--- src/rtl/core_pkg.sv ---
// Shared opcode/funct3 constants, LSU state type and lane helpers for the memory stage.
package core_pkg;

    localparam logic [6:0] OPC_LOAD   = 7'b0000011;
    localparam logic [6:0] OPC_STORE  = 7'b0100011;
    localparam logic [6:0] OPC_OP     = 7'b0110011;
    localparam logic [6:0] OPC_OP_IMM = 7'b0010011;

    localparam logic [2:0] F3_B  = 3'b000;
    localparam logic [2:0] F3_H  = 3'b001;
    localparam logic [2:0] F3_W  = 3'b010;
    localparam logic [2:0] F3_D  = 3'b011;
    localparam logic [2:0] F3_BU = 3'b100;
    localparam logic [2:0] F3_HU = 3'b101;
    localparam logic [2:0] F3_WU = 3'b110;

    typedef enum logic [1:0] {IDLE, REQ, WAIT, DONE} lsu_state_e;

    // size is funct3[1:0]: 0=byte, 1=half, 2=word, 3=double
    function automatic logic is_misaligned(input logic [1:0] size, input logic [2:0] off);
        logic r;
        case (size)
            2'd0:    r = 1'b0;
            2'd1:    r = off[0];
            2'd2:    r = |off[1:0];
            default: r = |off;
        endcase
        return r;
    endfunction

    function automatic logic [7:0] lane_strb(input logic [1:0] size, input logic [2:0] off);
        logic [7:0] base;
        case (size)
            2'd0:    base = 8'h01;
            2'd1:    base = 8'h03;
            2'd2:    base = 8'h0F;
            default: base = 8'hFF;
        endcase
        return base << off;
    endfunction

endpackage

--- src/rtl/core_load_align.sv ---
// Moves the addressed bytes of a load doubleword to bit 0 and sign/zero extends by funct3.
module core_load_align
    import core_pkg::*;
(
    input  logic [63:0] rdata,
    input  logic [2:0]  off,
    input  logic [2:0]  funct3,
    output logic [63:0] data
);

    logic [63:0] shifted;

    always_comb begin
        shifted = rdata >> {off, 3'b000};
        case (funct3)
            F3_B:    data = {{56{shifted[7]}}, shifted[7:0]};
            F3_H:    data = {{48{shifted[15]}}, shifted[15:0]};
            F3_W:    data = {{32{shifted[31]}}, shifted[31:0]};
            F3_BU:   data = {56'd0, shifted[7:0]};
            F3_HU:   data = {48'd0, shifted[15:0]};
            F3_WU:   data = {32'd0, shifted[31:0]};
            default: data = shifted;
        endcase
    end

endmodule

--- src/rtl/core_load_store_unit.sv ---
// RV64 memory stage: pass-through for ALU ops, valid/ready data-memory access for loads/stores,
// with misalignment, bus-error and timeout exceptions reported on a one-cycle writeback pulse.
module core_load_store_unit
    import core_pkg::*;
#(
    parameter int unsigned TIMEOUT_CYC = 256
) (
    input  logic        clk,
    input  logic        rst_n,
    input  logic        in_valid,
    output logic        in_ready,
    input  logic [6:0]  opcode,
    input  logic [2:0]  funct3,
    input  logic [63:0] alu_result,
    input  logic [63:0] store_data,
    input  logic [4:0]  rd,
    output logic        mem_req_valid,
    input  logic        mem_req_ready,
    output logic [63:0] mem_req_addr,
    output logic        mem_req_we,
    output logic [63:0] mem_req_wdata,
    output logic [7:0]  mem_req_wstrb,
    input  logic        mem_resp_valid,
    input  logic [63:0] mem_resp_rdata,
    input  logic        mem_resp_err,
    output logic        wb_valid,
    output logic        wb_we,
    output logic [4:0]  wb_rd,
    output logic [63:0] wb_data,
    output logic        exc_misaligned,
    output logic        exc_access
);

    localparam int unsigned CntW = $clog2(TIMEOUT_CYC + 1);
    localparam logic [CntW-1:0] CntLast = CntW'(TIMEOUT_CYC - 1);

    lsu_state_e      state;
    logic [CntW-1:0] cnt;
    logic [2:0]      off_q;
    logic [2:0]      f3_q;
    logic            is_load_q;
    logic [63:0]     load_data;

    logic is_load, is_store, is_mem, mem_fault;

    always_comb begin
        is_load   = (opcode == OPC_LOAD);
        is_store  = (opcode == OPC_STORE);
        is_mem    = is_load | is_store;
        // LOAD funct3=111 and any STORE with funct3[2] set are illegal; reported as misaligned
        mem_fault = (is_load ? (funct3 == 3'b111) : funct3[2])
                  | is_misaligned(funct3[1:0], alu_result[2:0]);
    end

    assign in_ready      = (state == IDLE);
    assign mem_req_valid = (state == REQ);
    assign wb_valid      = (state == DONE);

    core_load_align u_align (
        .rdata  (mem_resp_rdata),
        .off    (off_q),
        .funct3 (f3_q),
        .data   (load_data)
    );

    always_ff @(posedge clk or negedge rst_n) begin
        if (!rst_n) begin
            state          <= IDLE;
            cnt            <= '0;
            off_q          <= '0;
            f3_q           <= '0;
            is_load_q      <= 1'b0;
            mem_req_addr   <= '0;
            mem_req_we     <= 1'b0;
            mem_req_wdata  <= '0;
            mem_req_wstrb  <= '0;
            wb_we          <= 1'b0;
            wb_rd          <= '0;
            wb_data        <= '0;
            exc_misaligned <= 1'b0;
            exc_access     <= 1'b0;
        end else begin
            case (state)
                IDLE: begin
                    if (in_valid) begin
                        wb_rd          <= rd;
                        off_q          <= alu_result[2:0];
                        f3_q           <= funct3;
                        is_load_q      <= is_load;
                        cnt            <= '0;
                        wb_we          <= 1'b0;
                        wb_data        <= '0;
                        exc_misaligned <= 1'b0;
                        exc_access     <= 1'b0;
                        if (!is_mem) begin
                            wb_data <= alu_result;
                            wb_we   <= (rd != 5'd0);
                            state   <= DONE;
                        end else if (mem_fault) begin
                            exc_misaligned <= 1'b1;
                            state          <= DONE;
                        end else begin
                            mem_req_addr  <= {alu_result[63:3], 3'b000};
                            mem_req_we    <= is_store;
                            mem_req_wstrb <= lane_strb(funct3[1:0], alu_result[2:0]);
                            mem_req_wdata <= is_store ? (store_data << {alu_result[2:0], 3'b000})
                                                      : 64'd0;
                            state         <= REQ;
                        end
                    end
                end
                REQ: begin
                    if (mem_req_ready) begin
                        state <= WAIT;
                    end
                end
                WAIT: begin
                    if (mem_resp_valid) begin
                        state <= DONE;
                        if (mem_resp_err) begin
                            exc_access <= 1'b1;
                        end else if (is_load_q) begin
                            wb_data <= load_data;
                            wb_we   <= (wb_rd != 5'd0);
                        end
                    end else if (cnt == CntLast) begin
                        exc_access <= 1'b1;
                        state      <= DONE;
                    end else begin
                        cnt <= cnt + 1'b1;
                    end
                end
                DONE: state <= IDLE;
                default: state <= IDLE;
            endcase
        end
    end

endmodule

--- config.mk ---
export PLATFORM = sky130hd
export DESIGN_NAME = core_load_store_unit
export DESIGN_NICKNAME = d
export VERILOG_FILES = /design/src/rtl/core_pkg.sv /design/src/rtl/core_load_align.sv /design/src/rtl/core_load_store_unit.sv
export SDC_FILE = /design/constraint.sdc
export NUM_CORES = 1
export LEC_CHECK = 0
export CAP_MARGIN = 20
export CORE_AREA = 2 2 179 181
export DETAILED_ROUTE_END_ITERATION = 10
export DIE_AREA = 0 0 181 183
export PLACE_DENSITY_LB_ADDON = 0.2
export SLEW_MARGIN = 5
export SYNTH_ARGS = -nofsm -noshare
export SYNTH_HDL_FRONTEND = slang
export SYNTH_SLANG_ARGS = --single-unit
--- constraint.sdc ---
create_clock -name clk -period 2.3 [get_ports clk]
set_input_delay 0.575 -clock clk [delete_from_list [all_inputs] [get_ports clk]]
set_output_delay 0.575 -clock clk [all_outputs]
set_load 0.1 [all_outputs]
# Word level (Yosys, flattened, before mapping)

Cells that the tools add are included.

$add $sub $neg: 1
Eq/ne operators: 23
Shifts and indexed selects: 3
Multiplexer cells: 39
Bitwise operators: 3
Reduce and logical (&&, ||, !) cells: 14

Operator list:

| cell                                                                   | count |
|---|---|
| 64-bit 2-to-1 mux                                                      | 6 |
| 64-bit case mux with 6 select lines                                    | 1 |
| 64-bit case mux with 2 select lines                                    | 1 |
| 64-bit by 6-bit left shift with 64-bit output                          | 1 |
| 64-bit by 6-bit >> shifter with 64-bit output                          | 1 |
| 8-bit 2-to-1 mux                                                       | 4 |
| 9-bit 2-to-1 mux                                                       | 3 |
| 8-bit case mux with 3 select lines                                     | 1 |
| 9-bit case mux with 2 select lines                                     | 1 |
| 3-bit equality test (second input constant)                            | 4 |
| 1-bit 2-to-1 mux                                                       | 12 |
| 2-bit 2-to-1 mux                                                       | 6 |
| 2-bit != test (second input constant)                                  | 6 |
| 4-bit AND reduction                                                    | 3 |
| 5-bit nonzero test                                                     | 2 |
| 9-bit by 1-bit adder with 9-bit output (second input constant)         | 1 |
| 9-bit by 8-bit equality test with 1-bit output (second input constant) | 1 |
| 2-bit case mux with 4 select lines                                     | 1 |
| 8-bit by 3-bit left shift with 8-bit output                            | 1 |
| 7-bit by 2-bit equality test with 1-bit output (second input constant) | 1 |
| 7-bit by 6-bit equality test with 1-bit output (second input constant) | 1 |
| 2-bit equality test (second input constant)                            | 3 |
| 3-bit != test (second input constant)                                  | 2 |
| 5-bit AND reduction                                                    | 1 |
| 15 further kinds                                                       | 19 |

Register bits: 224
Input port bits: 213

# Logic depth before layout (Yosys ltp)

Depth after elaboration: 8
Gate-level depth with buffers: 9
Depth with buffers taken out: 9

# Hierarchy

From an unflattened synthesis, not the netlist that was laid out.

Cells, all modules: 1313
Area, all modules: 13330.3 um^2

By module, submodules not included:

| module               | times used | cells an instance | area an instance (um^2) |
|---|---|---|---|
| core_load_store_unit | 1          | 1020              | 10991.8 |
| core_load_align      | 1          | 293               | 2338.5 |

# Worst setup path after synthesis

Ideal clock, no wire load.

Path kind: reg-to-reg
Start: register state[0]
End: register wb_data[36]
Library setup time: 0.152 ns
Arrival: 2.913 ns
Required time: 2.148 ns
Path slack: -0.766 ns
Stages on the path, launching flop included: 8
Period minus slack after synthesis: 3.066 ns
Cell sequence: dfrtp_1 inv_1 ha_1 mux2i_1 a21oi_1 clkbuf_1 buf_1 a221oi_2

Word-level cells in the longest chain between the ends: 3
Elaborated cells between the ends (all ways): 9

RTL lines:

| item                                                                 | line                        | text |
|---|---|---|
| start, declared                                                      | core_load_store_unit.sv:37  | `lsu_state_e state;` |
| start signal, assigned                                               | core_load_store_unit.sv:68  | `state <= IDLE;` |
| start signal, assigned                                               | core_load_store_unit.sv:98  | `state <= DONE;` |
| start signal, assigned                                               | core_load_store_unit.sv:101 | `state <= DONE;` |
| 2-bit zero test (*)                                                  | --                          |  |
| named net in_ready                                                   | core_load_store_unit.sv:11  | `output logic in_ready,` |
| 2-bit != test (no source line) or 2-bit nonzero test (tied branches) | --                          |  |
| 5-bit AND reduction (no source line)                                 | --                          |  |
| end signal, assigned                                                 | core_load_store_unit.sv:96  | `wb_data <= alu_result;` |
| end signal, assigned                                                 | core_load_store_unit.sv:123 | `wb_data <= load_data;` |
| end, declared                                                        | core_load_store_unit.sv:29  | `output logic [63:0] wb_data,` |

Mark *: on every way through the listed nets, which the timed path passes. The rest lies on a longest branch.
A chain may end at the register's enable or synchronous reset.

# Worst setup path after layout

Start: input port mem_resp_rdata[63]
End: register wb_data[50]

Word-level cells in the longest chain between the ends: 6

RTL lines:

| item                                          | line                        | text |
|---|---|---|
| start, declared                               | core_load_store_unit.sv:24  | `input logic [63:0] mem_resp_rdata,` |
| 64-bit by 6-bit >> shifter with 64-bit output | core_load_align.sv:14       | `shifted = rdata >> {off, 3'b000};` |
| 64-bit case mux with 6 select lines           | core_load_align.sv:15       | `case (funct3)` |
| 64-bit 2-to-1 mux                             | core_load_store_unit.sv:122 | `end else if (is_load_q) begin` |
| 64-bit 2-to-1 mux                             | core_load_store_unit.sv:120 | `if (mem_resp_err) begin` |
| 64-bit 2-to-1 mux                             | core_load_store_unit.sv:118 | `if (mem_resp_valid) begin` |
| 64-bit case mux with 2 select lines           | core_load_store_unit.sv:83  | `case (state)` |

No other way between the ends. The select of a mux whose other input is x is not followed.

==> flow_metrics.env <==
export IMPL_first_pass_iters=5
export IMPL_hold_path_class="flop to flop"
export IMPL_cts_sinks=224
export IMPL_drt_iter0_markers=722
export IMPL_routed_via_count=12330
export IMPL_cts_tree="built"
export IMPL_required_ns=2.74
export IMPL_synth_distinct_cells=63
export IMPL_dpl_instance_area_um2=17920
export IMPL_yosysWarnings=0
export IMPL_power_internal_mw=12.28
export IMPL_cts_root_buf="clkbuf_16"
export IMPL_wl_per_cell_um=24.07
export IMPL_wirelength_um=51390
export IMPL_synthesis_instances=1225
export IMPL_reg2reg_setup_slack_ns=0.01
export IMPL_p_leak_nw=8.721
export IMPL_htree_levels=1
export IMPL_io_buffers=421
export IMPL_cts_buffers=26
export IMPL_synth_area_um2=12890
export IMPL_synth_edff_count=0
export IMPL_initial_core_util_pct=41.27
export IMPL_viasPerCell=5.776
export IMPL_startpoint="mem_resp_rdata[63]"
export IMPL_grt_pass1_wl_um=76130
export IMPL_dp_cells=2080
export IMPL_p_comb_share_pct=60.8
export IMPL_gp_congestion=0.9636
export IMPL_rows=65
export IMPL_grt_pass1_vias=12490
export IMPL_rsz0062_at_grt="true"
export IMPL_timing_final_crit_share_pct=100.1
export IMPL_antenna_found_initial=6
export IMPL_synth_seq_area_share_pct=43.50
export IMPL_final_cell_mix="buf_4 (331), dfrtp_1 (222), clkdlybuf4s50_1 (208)"
export IMPL_ant_nets=0
export IMPL_clock_latency_ns=0.54
export IMPL_hpwl_um=39470
export IMPL_grt_max_degree=120
export IMPL_worstPathArrival_ns=2.74
export IMPL_worstMarginPinSlew_ns=0.6626
export IMPL_timing_rr_end="wb_data[50]"
export IMPL_die_w_um=181
export IMPL_final_common_cell="buf_4"
export IMPL_synth_avg_cell_area_um2=10.52
export IMPL_cts_clk_slew_worst_paths_ns=0.06
export IMPL_track_usage_pct=29.98
export IMPL_worst_hold_startpoint="wb_data[29]"
export IMPL_clkPwrFrac_pct=17.8
export IMPL_fin_tns_setup_ns=-0.002272
export IMPL_setup_violations=1
export IMPL_power_density_nw_per_um2=1309
export IMPL_netSwitchingPower_mw=12.66
export IMPL_cp_num_buf_inv=2
export IMPL_cpMaxStageDelayCell="clkdlybuf4s50_1"
export IMPL_whs_endpoint="wb_data[29]"
export IMPL_nets=1930
export IMPL_cap_viol_max_count=0
export IMPL_area_growth_pct=47.85
export IMPL_die_y_um=183
export IMPL_synth_seq_cells=224
export IMPL_max_freq_mhz=434.4
export IMPL_async_reset_ff_share_pct=100.0
export IMPL_fin_crit_ns=2.302
export IMPL_grt_overflow=0
export IMPL_crit_chain="clkdlybuf4s50_1 > mux2i_1 > mux4_2 > o21a_1 > o2111a_4 > clkbuf_16 > a221oi_2"
export IMPL_crit_path_end_kind="flop"
export IMPL_path_max_fanout=6
export IMPL_max_stage_delay_ns=0.61
export IMPL_switching_share_pct=50.75
export IMPL_core_area_um2=31230
export IMPL_design_die_area_um2=33120
export IMPL_final_cell_area_um2=19050
export IMPL_start_kind="input pin"
export IMPL_drv_slew=0
export IMPL_pwr_share_seq_pct=21.3
export IMPL_max_slew_margin_rel_pct=55.59
export IMPL_r2r_start="off_q[0]"
export IMPL_io_pins=425
export IMPL_layout_setup_ws_ns=-0.002272
export IMPL_final_cells=2135
export IMPL_vdd_drop_max_uv=680.6
export IMPL_skew_ns=0.01409
export IMPL_violations="setup timing"
export IMPL_power_total_mw=24.94
export IMPL_drive_gt1_share_pct=32.76
export IMPL_crit_family="buffers and inverters"
export IMPL_timing_hold_violations_final=0
export IMPL_outcome="finished, violations left"
export IMPL_worstSetupPathType="input pin to flop"
export IMPL_synth_ff_type="dfrtp_1"
export IMPL_remaining_drc_errors=0
export IMPL_reg2regPathDepth=7
export IMPL_clockBufferDepth=3
export IMPL_cts_setup_buffers=0
export IMPL_post_route_util_pct=61.01
export IMPL_holdPathStages=1
-- kinds of logic (layout without fill, tap and decap cells) --
family	count (synthesis)	after routing	synth area share, %
adders and majority gates	6	6	0.5825
xor gates and xnor gates	4	4	0.2719
AOI/OAI and AO/OA	356	356	21.28
buffers and inverters	127	631	4.223
and+or+nand+nor	300	300	10.26
other	1	5	0.02910
DFF	224	224	43.50
muxes	207	207	19.85
-- worst register-to-register path, delay by kind of cell (launching register included) --
| family | cells | cell delay (ns) |
|---|---|---|
| compound gates | 3 | 0.69 |
| flops | 1 | 0.54 |
| buf+inv | 2 | 0.35 |
| mux | 2 | 0.63 |
-- Yosys cell counts (3+ instances only) --
cell type	instances	share of area, %
a211o_1	5	0.34
o32a_1	8	0.62
nand2b_1	6	0.29
buf_2	15	0.58
a31oi_1	17	0.83
nand2_1	104	3.0
nor2_1	113	3.3
o211ai_1	7	0.41
ha_1	6	0.58
a211oi_1	27	1.6
mux4_2	27	4.7
buf_1	13	0.38
xor2_1	3	0.20
nor4_1	4	0.19
a22o_1	42	2.9
dfrtp_1	224	43
a21o_1	12	0.70
or2_2	3	0.15
buf_4	3	0.17
o21ai_1	7	0.27
a2bb2oi_1	5	0.34
mux2_1	32	2.8
o21ai_0	33	1.3
a22oi_1	14	0.82
o31ai_1	3	0.17
nand4_1	3	0.15
o2bb2ai_1	18	1.2
a221oi_2	30	3.5
or3_1	3	0.15
nand3_1	6	0.23
clkbuf_1	74	2.2
mux2_2	87	7.6
o22ai_1	6	0.29
a311oi_1	3	0.20
a21oi_1	74	2.9
buf_6	5	0.44
mux2i_1	61	4.7
o21a_1	13	0.76
nor3_1	21	0.82
or4_1	3	0.17
a221oi_1	15	1.0
o32ai_1	8	0.54
inv_1	16	0.47
nand3b_1	3	0.17
nor2b_1	23	1.1
-- sequential cells by signal (all words and copies together), names as in the netlist, 2 cells and up --
register / flops
cnt: 9
f3_q: 3
mem_req_addr: 61
mem_req_wdata: 64
mem_req_wstrb: 8
off_q: 3
state: 2
wb_data: 64
wb_rd: 5
-- per-layer routing --
metal  track usage [%]  wire length, µm  vias up  share of wire [%]
met5                 0               43        -              0.084
met4             9.333             1736        6                3.4
met3             7.764             4206      104                8.2
met2             53.15            25590      512                 50
met1             35.76            19810     6165                 39
li1                  -                -     5545                  -
-- how the worst max path moves through the flow --
| stage | endpoint | cells past startpoint | slack [ns] |
|---|---|---|---|
| after floorplan | mem_req_wdata[39] | 6 | 0.03 |
| after global placement | wb_data[18] | 7 | -0.71 |
| after detailed placement | wb_data[17] | 7 | -0.82 |
| after CTS | wb_data[61] | 7 | 0.002 |
| after global routing | wb_data[50] | 7 | -0.03 |
| final | wb_data[50] | 7 | -0.002 |
-- metrics by stage --
stage                     hold slack, ns  worst slack (ns)
final                             0.4812         -0.002272
after floorplan                   0.2794           0.02968
after CTS                         0.4886          0.002337
after global routing              0.4967          -0.02665
after detailed placement          0.4548           -0.8239
after global placement            0.4553           -0.7052
-- cell type report --
cell class,instances,area (µm²)
fillers,2673,12180
multi-input cells,876,6884
flip-flops and latches,224,5610
repair buffers,566,5064
clock buffers,41,808.3
well taps,402,503.0
clock inverters,7,116.4
inverters,17,63.81
diodes,2,5.005
-- power groups by stage --
stage / clock, mW / combinational (mW) / sequential [mW]
after global routing: 4.68 / 15.8 / 5.40
after detailed placement: 0 / 14.7 / 5.38
after floorplan: 0 / 5.33 / 10.2
after global placement: 0 / 14.6 / 5.35
final: 4.45 / 15.2 / 5.32
after CTS: 4.52 / 14.8 / 5.31
-- timing repair --
item / 4_1_cts / 5_1_grt
hold endpoints to repair: 25 / 0
hold buffers: 1 / 0
pin swaps: 0 / 27
endpoints found under the setup margin: 14 / 35
resized for setup: 3 / 16
gates cloned: 0 / 4
(Power assumes the default switching activity.)
